**config.mk**
```make
export PLATFORM = sky130hd
export DESIGN_NAME = png_packet_assembler
export DESIGN_NICKNAME = d
export VERILOG_FILES = /design/src/rtl/png_packet_assembler.sv
export SDC_FILE = /design/constraint.sdc
export NUM_CORES = 1
export LEC_CHECK = 0
export BUFFER_PORTS_ARGS = -buffer_cell sky130_fd_sc_hd__buf_4
export CAP_MARGIN = 40
export CORE_ASPECT_RATIO = 0.6
export CORE_MARGIN = 2
export CORE_UTILIZATION = 25
export DETAILED_ROUTE_END_ITERATION = 10
export GPL_TIMING_DRIVEN = 1
export MAX_ROUTING_LAYER = met4
export PLACE_DENSITY_LB_ADDON = 0.3
export SYNTH_ARGS = -nofsm -noshare
export SYNTH_HDL_FRONTEND = slang
export SYNTH_SLANG_ARGS = --single-unit
```
**constraint.sdc**
```tcl
create_clock -name clk -period 2.5 [get_ports clk]
set_input_delay 0.625 -clock clk [delete_from_list [all_inputs] [get_ports clk]]
set_output_delay 0.625 -clock clk [all_outputs]
set_load 0.05 [all_outputs]
```
**src/rtl/png_packet_assembler.sv**
```systemverilog
// Byte-stream to frame-word packer with optional IP/port filter.
// Optional feature macro: PKT_FILTER_EN (IP/port filter, DISCARD, drop_count).
module png_packet_assembler #(
  parameter int          FRAME_BYTES = 69,
  parameter logic [31:0] FILTER_IP   = 32'hC0A80001,
  parameter logic [15:0] FILTER_PORT = 16'd5000
) (
  input  logic                     clk,
  input  logic                     rst,
  input  logic                     s_valid,
  input  logic [7:0]               s_data,
  input  logic                     s_last,
  output logic                     s_ready,
  input  logic [31:0]              pkt_ip,
  input  logic [15:0]              pkt_port,
  output logic [FRAME_BYTES*8-1:0] frame_data,
  output logic [6:0]               frame_bytes,
  output logic                     frame_last,
  output logic                     frame_valid,
  input  logic                     frame_ready,
  output logic [15:0]              drop_count
);

  localparam int W = FRAME_BYTES * 8;

  typedef enum logic [1:0] {
    IDLE    = 2'd0,
    COLLECT = 2'd1,
    HOLD    = 2'd2
`ifdef PKT_FILTER_EN
    , DISCARD = 2'd3
`endif
  } state_t;

  state_t         state_q, state_d;
  logic [W-1:0]   data_q, data_d;
  logic [6:0]     cnt_q, cnt_d;
  logic           last_q, last_d;
  logic           accept;
  logic           match;
  logic           wen;
  logic [6:0]     wslot;

`ifdef PKT_FILTER_EN
  logic [15:0]    drop_q, drop_d;
  assign match      = (pkt_ip == FILTER_IP) && (pkt_port == FILTER_PORT);
  assign drop_count = drop_q;
`else
  logic           unused_sideband;
  assign match           = 1'b1;
  assign unused_sideband = ^{pkt_ip, pkt_port};
  assign drop_count      = '0;
`endif

  assign accept      = s_valid && (state_q != HOLD);
  assign s_ready     = (state_q != HOLD);
  assign frame_valid = (state_q == HOLD);
  assign frame_data  = data_q;
  assign frame_bytes = cnt_q;
  assign frame_last  = last_q;

  always_comb begin
    state_d = state_q;
    data_d  = data_q;
    cnt_d   = cnt_q;
    last_d  = last_q;
    wen     = 1'b0;
    wslot   = cnt_q;
`ifdef PKT_FILTER_EN
    drop_d  = drop_q;
`endif
    unique case (state_q)
      IDLE: begin
        if (accept) begin
          if (match) begin
            data_d = '0;
            wen    = 1'b1;
            wslot  = 7'd0;
            cnt_d  = 7'd1;
            last_d = s_last;
            if (s_last || FRAME_BYTES == 1) state_d = HOLD;
            else                            state_d = COLLECT;
          end
`ifdef PKT_FILTER_EN
          else begin
            if (drop_q != 16'hFFFF) drop_d = drop_q + 16'd1;
            state_d = s_last ? IDLE : DISCARD;
          end
`endif
        end
      end
      COLLECT: begin
        if (accept) begin
          wen    = 1'b1;
          cnt_d  = cnt_q + 7'd1;
          last_d = s_last;
          if (s_last || cnt_q == 7'(FRAME_BYTES - 1)) state_d = HOLD;
        end
      end
`ifdef PKT_FILTER_EN
      DISCARD: begin
        if (accept && s_last) state_d = IDLE;
      end
`endif
      HOLD: begin
        if (frame_ready) begin
          if (last_q) begin
            state_d = IDLE;
          end else begin
            // packet continues: next frame starts from an empty word
            state_d = COLLECT;
            cnt_d   = 7'd0;
            data_d  = '0;
          end
        end
      end
      default: state_d = IDLE;
    endcase
    for (int k = 0; k < FRAME_BYTES; k++) begin
      if (wen && wslot == 7'(k)) data_d[W-1-8*k -: 8] = s_data;
    end
  end

  always_ff @(posedge clk) begin
    if (rst) begin
      state_q <= IDLE;
      data_q  <= '0;
      cnt_q   <= '0;
      last_q  <= 1'b0;
`ifdef PKT_FILTER_EN
      drop_q  <= '0;
`endif
    end else begin
      state_q <= state_d;
      data_q  <= data_d;
      cnt_q   <= cnt_d;
      last_q  <= last_d;
`ifdef PKT_FILTER_EN
      drop_q  <= drop_d;
`endif
    end
  end

endmodule
```
After elaboration in Yosys (flattened, before gate mapping) --
Cells that the tools add are included.
Storage, ports and cells: bits in registers 562, input bits 61, output and inout bits 578, word-level logic and storage cells 662
Operators by class: add/sub/neg operators 1, equality and inequality tests 284, multiplexer cells 89, reductions and logical operators 216
Operators with widths (number):
- two-way mux 552 bit | 3
- one-hot mux 552 bit (2 select lines) | 1
- two-way mux 8 bit | 69
- AND reduction 4 bit | 70
- equality test 7 x 6 -> 1 bit (second input constant) | 32
- nonzero test 3 bit | 70
- inequality test 3 x 1 -> 1 bit (second input constant) | 69
- inequality test 3 x 2 -> 1 bit (second input constant) | 69
- inequality test 3 bit (second input constant) | 69
- equality test 7 x 5 -> 1 bit (second input constant) | 16
- logical AND 1 bit | 70
- equality test 7 x 4 -> 1 bit (second input constant) | 8
- equality test 7 bit (second input constant) | 6
- two-way mux 7 bit | 6
- equality test 7 x 3 -> 1 bit (second input constant) | 4
- one-hot mux 7 bit (3 select lines) | 1
- equality test 7 x 2 -> 1 bit (second input constant) | 2
- two-way mux 2 bit | 5
- inequality test 2 bit (second input constant) | 5
- adder 7 x 1 -> 7 bit (second input constant) | 1
- equality test 7 x 1 -> 1 bit (second input constant) | 1
- logical NOT 7 bit | 1
- one-hot mux 2 bit (3 select lines) | 1
- AND reduction 5 bit | 1
- 8 further kinds | 10

Longest topological paths before layout --
Gate-level depths: netlist of run 1.
word-level depth 8, gate-level depth with buffers 11, mapped depth without buffers 6

Least setup slack after synthesis of run 1 --
Ideal clock, no wire load.
kind register -> register, from reg state_q[0], to reg data_q[72] (netlist: frame_data[72]), library setup time 132 ps, arrival 2196 ps, required time 2368 ps, path slack 171 ps, cell stages (with the launch flop) 10, buffers on the path 3, period minus slack after synthesis 2329 ps, cells stage by stage dfxtp_1 inv_1 ha_1 buf_6 nand3b_2 buf_4 nand3_2 or2_2 buf_2 mux2i_1
Between the ends: elaborated cells between the ends (all ways) 19, those cells by class eq/ne: 7; mux: 6; reduce/logical: 6
RTL lines:
- start, declared | line 35 | state_t state_q, state_d;
- start signal, assigned | line 134 | state_q <= state_d;
- equality test 2 bit *
- net frame_valid | line 19 | output logic frame_valid,
- inequality test 3 x 2 -> 1 bit (no line), or another cell as far along
- AND reduction 4 bit (no line) / two-way mux 8 bit (equally long branches)
- end signal, assigned | line 135 | data_q <= data_d;
- end, declared | line 36 | logic [W-1:0] data_q, data_d;
The timed path passes the listed nets; every way through them passes the cells marked *. A chain may end at the register's enable or synchronous reset.

Worst setup path in the final report of run 1 --
from reg state_q[0], to out s_ready
Between the ends: longest elaborated chain between the ends 1
Ends and longest elaborated chain:
- inequality test 2 bit | line 56 | assign s_ready = (state_q != HOLD);
- end, declared | line 13 | output logic s_ready,
No other way between the ends.

==> flow_summary.yaml, run 1 <==
power:
  leakage_nw: 11.7
  clkPwrFrac_pct: 44.1
  p_sw_share_pct: 28.3
  power_density_nw_per_um2: 770
  p_comb_share_pct: 14.9
  seqPwrFrac_pct: 41.0
  p_sw_w: 0.00626
  p_int_w: 0.0158
  ir_worst_vdd_v: 0.000462
synth:
  synth_top_cell_by_area: "dfxtp_1"
  synth_flop_cell: "dfxtp_1"
  synth_top_area_share_pct: 55.3
  synthesis.instances: 2116
  synthTopCellsByCount: "562 x dfxtp_1, 440 x o21ai_0, 234 x o211ai_1"
  avgSynthCellArea_um2: 9.62
  yosysMostFrequentCell: "dfxtp_1"
  ys_async_sr_fraction_pct: 0
  syn_area_um2: 20400
  synth_cell_types: 67
  synth_warnings: 0
  synth_edf_count: 0
  synth-seq-cells: 562
  ys_top_cells_by_area: "dfxtp_1 55%, o21ai_0 11%, o211ai_1 8.6%"
  ys_seq_area_share_pct: 55.3
cells_and_area:
  fillers: 8143
  regArea_um2: 11300
  drive_above_1_share_pct: 33.4
  fin_nets: 2734
  final_util_pct: 35.8
  multiInputGateArea_um2: 8090
  area_delta_synth_final_pct: 40.9
timing:
  max_freq_mhz: 423
  setup_viol: 0
  relSlewSlack_pct: 58.4
  timing.final.crit_period_ps: 2360
  tns_ps: 0
  fin_crit_sh_pct: 94.5
  tightest_slew_ps: 620
  drv_slew: 0
  rsz0062_at_grt: "false"
  skew_ps: 18.2
  hold_viol_final: 0
critical_path:
  required_ps: 1880
  path_cells: "inv_1 -> ha_2 -> buf_4 -> inv_2 -> buf_6"
  slowest_delay_ps: 310
  criticalPathCategory: "flop to primary output"
  critPathCaptureType: "primary output"
  cp_num_buf_inv: 4
  cp_slowest_cell: "dfxtp_1"
  crit_fanout: 8
  crit_family: "buffers and inverters"
  start_kind: "flop"
  cp_data_arrival_time_ps: 1740
clocking:
  cts_hold_buf: 0
  cts_num_sinks: 562
  cts_root_buf: "clkbuf_16"
  clockBufferDepth: 3
  htreeDepth: 2
  worstSkewPairLatency_ps: 620
  cts.clk_slew.worst_paths_ps: 70
  cts_made_buffers: 56
  cts_tree: "yes"
hold_path:
  hold_class: "primary input to flop"
drt:
  ant_nets: 0
  via_per_inst: 4.83
  drc: 0
  first_iter_violations: 1325
  wl_per_cell_um: 22.2
  drt_wl_total_mm: 84.0
  routed-via-count: 18260
  firstDrtPassIters: 5
floorplan:
  die_h_um: 225
  start_util_pct: 25.4
  fp.dieW_um: 372
  dieArea_um2: 83800
  io_pins: 639
  core_area_um2: 80100
  rows: 80
placement:
  port_buffers: 574
  place.detailed.hpwl_mm: 58.9
  gp_congestion: 0.816
grt:
  grt_max_degree: 67
  antenna_found_initial: 5
  first_global_vias: 17240
  gr-total-overflow: 0
  grt_util_all_layers_pct: 19.7
  grt_pass1_wl_mm: 120
outcome:
  status: "completed"
flow_run:
  cap_violations: 0
==> power groups by stage <==
stage          Clock [W]  Combinational (W)  Sequential (W)
6_report         0.00972            0.00329         0.00906
5_1_grt           0.0103            0.00352         0.00906
3_3_place_gp           0            0.00325         0.00926
2_1_floorplan          0            0.00184         0.00939
4_1_cts          0.00998            0.00325         0.00906
3_5_place_dp           0            0.00323         0.00926
==> cell families (layout without fill, tap and decap cells) <==
family	Yosys count	in the layout	synth area share, %
buffers and inverters	262	844	5.77
muxes	88	88	4.33
AOI/OAI and AO/OA	729	729	21.6
and+or+nand+nor	468	468	12.7
DFF	562	562	55.3
adders and majority gates	6	6	0.369
other	1	20	0.0184
==> worst register-to-register path, delay by kind of cell, from the launching register on <==
kind | cells | cell delay [ps]
simple gates | 2 | 690
compound gates | 2 | 760
fa+ha+maj | 1 | 300
buf+inv | 1 | 100
flops | 1 | 390
==> worst paths after layout <==
path / from / to / slack [ps] / depth (start not counted)
setup / recovery: state_q[0]$_SDFFE_PP0P_ / s_ready / 140 / 5
hold / removal: s_last / frame_last$_SDFFE_PP0N_ / 300 / 3
hold reg to reg: frame_data[379]$_SDFFE_PP0P_ / frame_data[379]$_SDFFE_PP0P_ / 460 / 2
setup reg to reg: state_q[1]$_SDFFE_PP0P_ / frame_bytes[3]$_SDFFE_PP0P_ / 170 / 6
==> per-stage QoR <==
stage / total power (W) / instances / area, um2 / hold WS, ps / worst slack, ps
floorplan: 0.0112 / 2131 / 20400 / 514 / 171
global placement: 0.0125 / 3672 / 26500 / 444 / 73.6
detailed placement: 0.0125 / 3672 / 26500 / 449 / 67.1
CTS: 0.0223 / 3776 / 28600 / 237 / 40.5
global route: 0.0229 / 3781 / 28700 / 277 / 13.1
finish: 0.0221 / 3783 / 28700 / 298 / 137
==> what timing repair did <==
item	CTS	global route
setup endpoints to repair	1	134
endpoints found under the hold margin	0	0
gates cloned	0	0
buffers inserted	0	3
resized for setup	2	8
==> cells in the final DEF, fill, tap and decap left out, types with 3 or more instances in the layout <==
cell,synthesis,layout
buf_12,1,26
a22o_1,24,24
o211ai_1,234,234
mux2i_1,88,88
nor2_1,7,7
or2_0,6,6
conb_1,1,16
inv_1,7,6
clkinvlp_4,0,3
nand3_2,6,6
clkbuf_16,0,58
clkbuf_8,0,13
nor2_2,5,5
nand3_1,221,221
buf_4,26,704
nand2_4,0,8
nor4b_2,3,3
a21oi_1,10,10
nor2b_1,12,12
dfxtp_1,562,562
o21ai_0,440,440
nand2_1,113,104
and3_1,3,3
and4bb_2,3,3
or2_2,21,21
clkbuf_1,169,8
bufinv_16,0,12
and4_1,4,4
nand4_1,24,24
nand4_2,4,3
o21ai_1,8,8
nand2_2,4,5
ha_1,6,4
clkinv_2,0,3
or2_1,3,3
inv_6,0,3
diode_2,0,4
==> state kept, by name, indices dropped and copies added, names as in the netlist <==
| register | flops |
|---|---|
| frame_bytes | 7 |
| frame_last | 1 |
| frame_data | 552 |
| state_q | 2 |
==> area by class of cell <==
class | count | share of cell area [%]
flip-flops and latches | 562 | 39.2
well taps | 1066 | 4.65
clock buffers | 79 | 5.79
clock inverters | 25 | 1.65
multi-input cells | 1307 | 28.2
inverters | 8 | 0.105
diodes | 4 | 0.0349
repair buffers | 732 | 20.3
==> per-layer routing <==
metal,global-route usage (%),share of wire [%]
met1,27.6,48
met2,28.3,43
met3,4.69,6.7
met4,4.57,2.1
met5,-,0
Power figures use the tool's default switching activity.
==> run 2, diff against run 1 <==
==> constraint.sdc (replaced) <==
create_clock -name clk -period 2.5 [get_ports clk]
set_input_delay 0.625 -clock clk [delete_from_list [all_inputs] [get_ports clk]]
set_output_delay 0.625 -clock clk [all_outputs]
set_load 0.02 [all_outputs]
==> run 2 against run 1 <==
Worst hold slack lost 5.6 ps. Final area about the same. Cell count is essentially flat. Sequential share of layout area hardly changed. Critical path depth did not move. Register-to-register slack got worse by 110 ps. Via count decreased by 0.15%. Critical path type unchanged. Highest routed layer unchanged.
==> flow_summary.yaml, run 2 (synthesis results as in run 1) <==
critical_path:
  criticalPathCategory: "flop to primary output"
  cp_data_arrival_time_ps: 1840
  reg2regPathDepth: 6
  crit_fanout: 8
  r2r_start: "state_q[1]$_SDFFE_PP0P_"
  critPathCaptureType: "primary output"
  worstReg2RegEnd: "frame_data[212]$_SDFFE_PP0P_"
  required_ps: 1880
  start_kind: "flop"
  reg2reg_setup_slack_ps: 60
clocking:
  cts_tree: "yes"
  htreeDepth: 2
  cts.clk_slew.worst_paths_ps: 70
  cts_root_buf: "clkbuf_16"
  cts_num_sinks: 562
  clockBufferDepth: 3
  worstSkewPairLatency_ps: 630
  cts_made_buffers: 56
cells_and_area:
  area_delta_synth_final_pct: 40.9
  final_cell_mix: "705 x buf_4, 562 x dfxtp_1, 440 x o21ai_0"
  fillers: 8147
  fin_area_um2: 28700
  largest_reg_flops: 552
  final_common_cell: "buf_4"
  fin_nets: 2734
  drive_above_1_share_pct: 33.3
grt:
  grt_max_degree: 67
  grt_util_all_layers_pct: 19.7
  grt_pass1_wl_mm: 120
  gr-total-overflow: 0
  first_global_vias: 17240
  antenna_found_initial: 5
timing:
  setup_viol: 0
  skew_ps: 18.4
  tightest_slew_ps: 646
  worst_hold_slack_ps: 293
  fin_crit_sh_pct: 98.7
  hold_viol_final: 0
  timing.final.crit_period_ps: 2470
  max_freq_mhz: 405
  relSlewSlack_pct: 56.8
  drv_slew: 0
  tns_ps: 0
  rsz0062_at_grt: "true"
hold_path:
  min_from: "s_last"
  hold_class: "primary input to flop"
  min_to: "frame_last$_SDFFE_PP0N_"
  hold_depth: 3
drt:
  via_per_inst: 4.82
  first_iter_violations: 1232
  drc: 0
  drt_wl_total_mm: 84.0
  ant_nets: 0
  routed-via-count: 18233
  firstDrtPassIters: 7
  wl_per_cell_um: 22.2
floorplan:
  io_pins: 639
  fp.dieW_um: 372
  core_area_um2: 80100
  die_h_um: 225
  start_util_pct: 25.4
  dieArea_um2: 83800
  rows: 80
placement:
  place_area_um2: 26500
  place.detailed.hpwl_mm: 58.9
  port_buffers: 574
  gp_congestion: 0.816
flow_run:
  cap_violations: 0
power:
  leakage_nw: 11.7
  power_density_nw_per_um2: 765
  ir_worst_vdd_v: 0.000461
outcome:
  status: "completed"
==> run 2: area by class of cell <==
class | count | area, um2 | area share [%]
Multi-Input combinational cell | 1307 | 8080 | 28.2
Clock buffer | 79 | 1660 | 5.79
Antenna cell | 5 | 12.5 | 0.0436
Timing Repair Buffer | 732 | 5830 | 20.3
Inverter | 8 | 30.0 | 0.105
Clock inverter | 25 | 474 | 1.65
Sequential cell | 562 | 11300 | 39.2
Tap cell | 1066 | 1330 | 4.65
==> run 2: metal layers <==
| metal | vias up | wire length [um] | part of all wire (%) | track usage [%] |
|---|---|---|---|---|
| met1 | 8777 | 40200 | 48 | 27.6 |
| li1 | 8765 | - | - | - |
| met3 | 113 | 5930 | 7.1 | 4.69 |
| met5 | - | 0 | 0 | - |
| met4 | 0 | 1790 | 2.1 | 4.57 |
| met2 | 578 | 36100 | 43 | 28.3 |
==> run 2: worst max path at each step <==
stage,startpoint,to,cells after the start
3_3_place_gp,state_q[1]$_SDFFE_PP0P_,frame_data[240]$_SDFFE_PP0P_,7
5_1_grt,state_q[0]$_SDFFE_PP0P_,s_ready,5
3_5_place_dp,state_q[1]$_SDFFE_PP0P_,frame_data[245]$_SDFFE_PP0P_,7
2_1_floorplan,state_q[0]$_SDFFE_PP0P_,frame_data[537]$_SDFFE_PP0P_,8
6_report,state_q[0]$_SDFFE_PP0P_,s_ready,5
4_1_cts,state_q[0]$_SDFFE_PP0P_,s_ready,5
==> run 2: critical path, stage by stage (launching register included) <==
cell and delay, ps:
dfxtp_1 340, inv_1 80, ha_1 280, buf_4 210, inv_1 130, buf_4 180
==> run 2: repair_timing <==
item | 4_1_cts | 5_1_grt
resized for setup | 0 | 7
hold buffers | 0 | 0
buffers inserted | 0 | 3
endpoints found under the hold margin | 0 | 0
setup endpoints to repair | 0 | 130
==> run 2: stage by stage <==
step	setup WS, ps	cells	utilization (%)	power (W)
3_5_place_dp	67.1	3672	33.1	0.0123
4_1_cts	5.67	3776	35.7	0.0221
2_1_floorplan	338	2131	-	0.0111
6_report	31.7	3784	35.8	0.0219
5_1_grt	-94.3	3781	35.8	0.0228
3_3_place_gp	73.6	3672	33.1	0.0123
==> run 2: report_power, final <==
group | internal (W) | total (W) | switching, W
clock network | 0.00589 | 0.00973 | 0.00384
registers | 0.00901 | 0.00906 | 0.0000512
logic | 0.000914 | 0.00314 | 0.00222
==> run 3, diff against run 2 <==
CORE_AREA = 2 2 252 254   (was not set)
CORE_ASPECT_RATIO = not set   (was 0.6)
CORE_MARGIN = not set   (was 2)
CORE_UTILIZATION = not set   (was 25)
DIE_AREA = 0 0 254 256   (was not set)
MAX_ROUTING_LAYER = not set   (was met4)
==> run 3 against run 2 <==
Combinational power decreased by 6.4%. Sequential share of layout area is 1.1 points higher. Setup slack better by 30 ps. Total power is 5.5% lower. Via count is 0.87% higher. Largest cell class unchanged.
==> flow_summary.yaml, run 3 (synthesis results as in run 1) <==
drt:
  via_per_inst: 5.21
  wl_per_cell_um: 21.7
  routed-via-count: 18391
  drc: 0
  ant_nets: 0
  drt_wl_total_mm: 76.4
  first_iter_violations: 1222
  firstDrtPassIters: 7
cells_and_area:
  antennaDiodeCount: 0
  multiInputGateArea_um2: 8070
  area_delta_synth_final_pct: 37.0
  fillers: 5956
  drive_above_1_share_pct: 32.4
  final_common_cell: "buf_4"
  final_cell_mix: "674 x buf_4, 561 x dfxtp_1, 440 x o21ai_0"
  largest_reg_flops: 552
  final_util_pct: 44.7
  layout.cells.non_filler: 3527
  fin_nets: 2702
  regArea_um2: 11300
critical_path:
  cp_data_arrival_time_ps: 1810
  path_cells: "inv_1 -> ha_1 -> buf_4 -> inv_1 -> buf_4"
  critPathCaptureType: "primary output"
  reg2reg_setup_slack_ps: 170
  start_kind: "flop"
  r2r_start: "state_q[1]$_SDFFE_PP0P_"
  reg2regPathDepth: 9
  worstReg2RegEnd: "frame_data[432]$_SDFFE_PP0P_"
  required_ps: 1880
  crit_fanout: 8
  slowest_delay_ps: 360
  cp_slowest_cell: "dfxtp_2"
  criticalPathCategory: "flop to primary output"
clocking:
  clockBufferDepth: 3
  worstSkewPairLatency_ps: 620
  cts_tree: "yes"
  cts_num_sinks: 562
  htreeDepth: 2
  cts_made_buffers: 58
  cts_root_buf: "clkbuf_16"
  cts.clk_slew.worst_paths_ps: 60
placement:
  place_ws_ps: 27.2
  place.detailed.hpwl_mm: 52.9
  port_buffers: 574
  gp_congestion: 0.847
  dp.cells: 3418
timing:
  tns_ps: 0
  relSlewSlack_pct: 51.9
  worst_hold_slack_ps: 243
  fin_crit_sh_pct: 97.5
  timing.final.crit_period_ps: 2440
  rsz0062_at_grt: "false"
  layout_setup_ws_ps: 61.7
  max_freq_mhz: 410
  drv_slew: 0
  tightest_slew_ps: 720
  skew_ps: 16.4
  hold_viol_final: 0
  setup_viol: 0
floorplan:
  io_pins: 639
  fp.dieW_um: 254
  rows: 92
  start_util_pct: 32.6
  dieArea_um2: 65000
  die_h_um: 256
  core_area_um2: 62400
outcome:
  status: "completed"
power:
  ir_worst_vdd_v: 0.000574
  leakage_nw: 11.4
  power_density_nw_per_um2: 743
grt:
  antenna_found_initial: 0
  grt_util_all_layers_pct: 22.3
  first_global_vias: 17436
  gr-total-overflow: 0
  grt_max_degree: 67
  grt_pass1_wl_mm: 111
hold_path:
  min_from: "rst"
  hold_depth: 2
  hold_class: "primary input to flop"
  min_to: "frame_last$_SDFFE_PP0N_"
flow_run:
  cap_violations: 0
## run 3: cell types whose count changed in the layout (fill, tap and decap cells not counted), sizes merged
cell,change
clkbuf,+8
bufinv,-9
inv,+1
clkinv,+3
buf,-35
diode,-5
## run 3: worst max-delay path, delay by kind of cell (launching register included)
kind | cells | cell delay, ps
buffers and inverters | 4 | 580
flip-flops | 1 | 360
adder cells (fa/ha/maj) | 1 | 270
## run 3: layer usage
layer / routed length, um / track usage, % / vias up
met3: 5630 / 5.53 / 154
li1: - / - / 8674
met1: 30800 / 26.6 / 8879
met2: 37000 / 38.1 / 684
met4: 2990 / 8.82 / 0
met5: 0 / 0 / -
## run 3: cell type report
cell class              count  area share [%]
clock buffers              86            6.16
clock inverters            20           0.758
inverters                   8           0.108
multi-input cells        1307            28.9
flip-flops and latches    562            40.3
well taps                 846            3.79
repair buffers            698            19.9
## run 3: per-stage QoR
step | total power, W | area (um2)
floorplan | 0.0111 | 20400
global placement | 0.0121 | 25900
detailed placement | 0.0121 | 25900
CTS | 0.0208 | 27800
global route | 0.0214 | 27900
finish | 0.0207 | 27900
## run 3: power breakdown
group | switching, W | internal (W)
clock | 0.00363 | 0.00507
combinational | 0.00207 | 0.000862
sequential | 0.0000776 | 0.00901
total | 0.00578 | 0.0149
## run 3: repair_timing
action                     in CTS  in global routing
pin swaps                       0                  1
cloned                          0                  1
resized for setup               1                  7
buffers inserted                0                  2
hold buffers                    0                  0
setup endpoints to repair       1                 47
## run 3: worst max-delay path by stage
stage	start	end	slack [ps]	cells past startpoint
finish	state_q[0]$_SDFFE_PP0P_	s_ready	60	5
global route	state_q[0]$_SDFFE_PP0P_	s_ready	6	5
CTS	state_q[0]$_SDFFE_PP0P_	s_ready	40	5
detailed placement	state_q[0]$_SDFFE_PP0P_	frame_data[242]$_SDFFE_PP0P_	30	7
global placement	state_q[0]$_SDFFE_PP0P_	frame_data[207]$_SDFFE_PP0P_	140	7
floorplan	state_q[0]$_SDFFE_PP0P_	frame_data[537]$_SDFFE_PP0P_	340	8
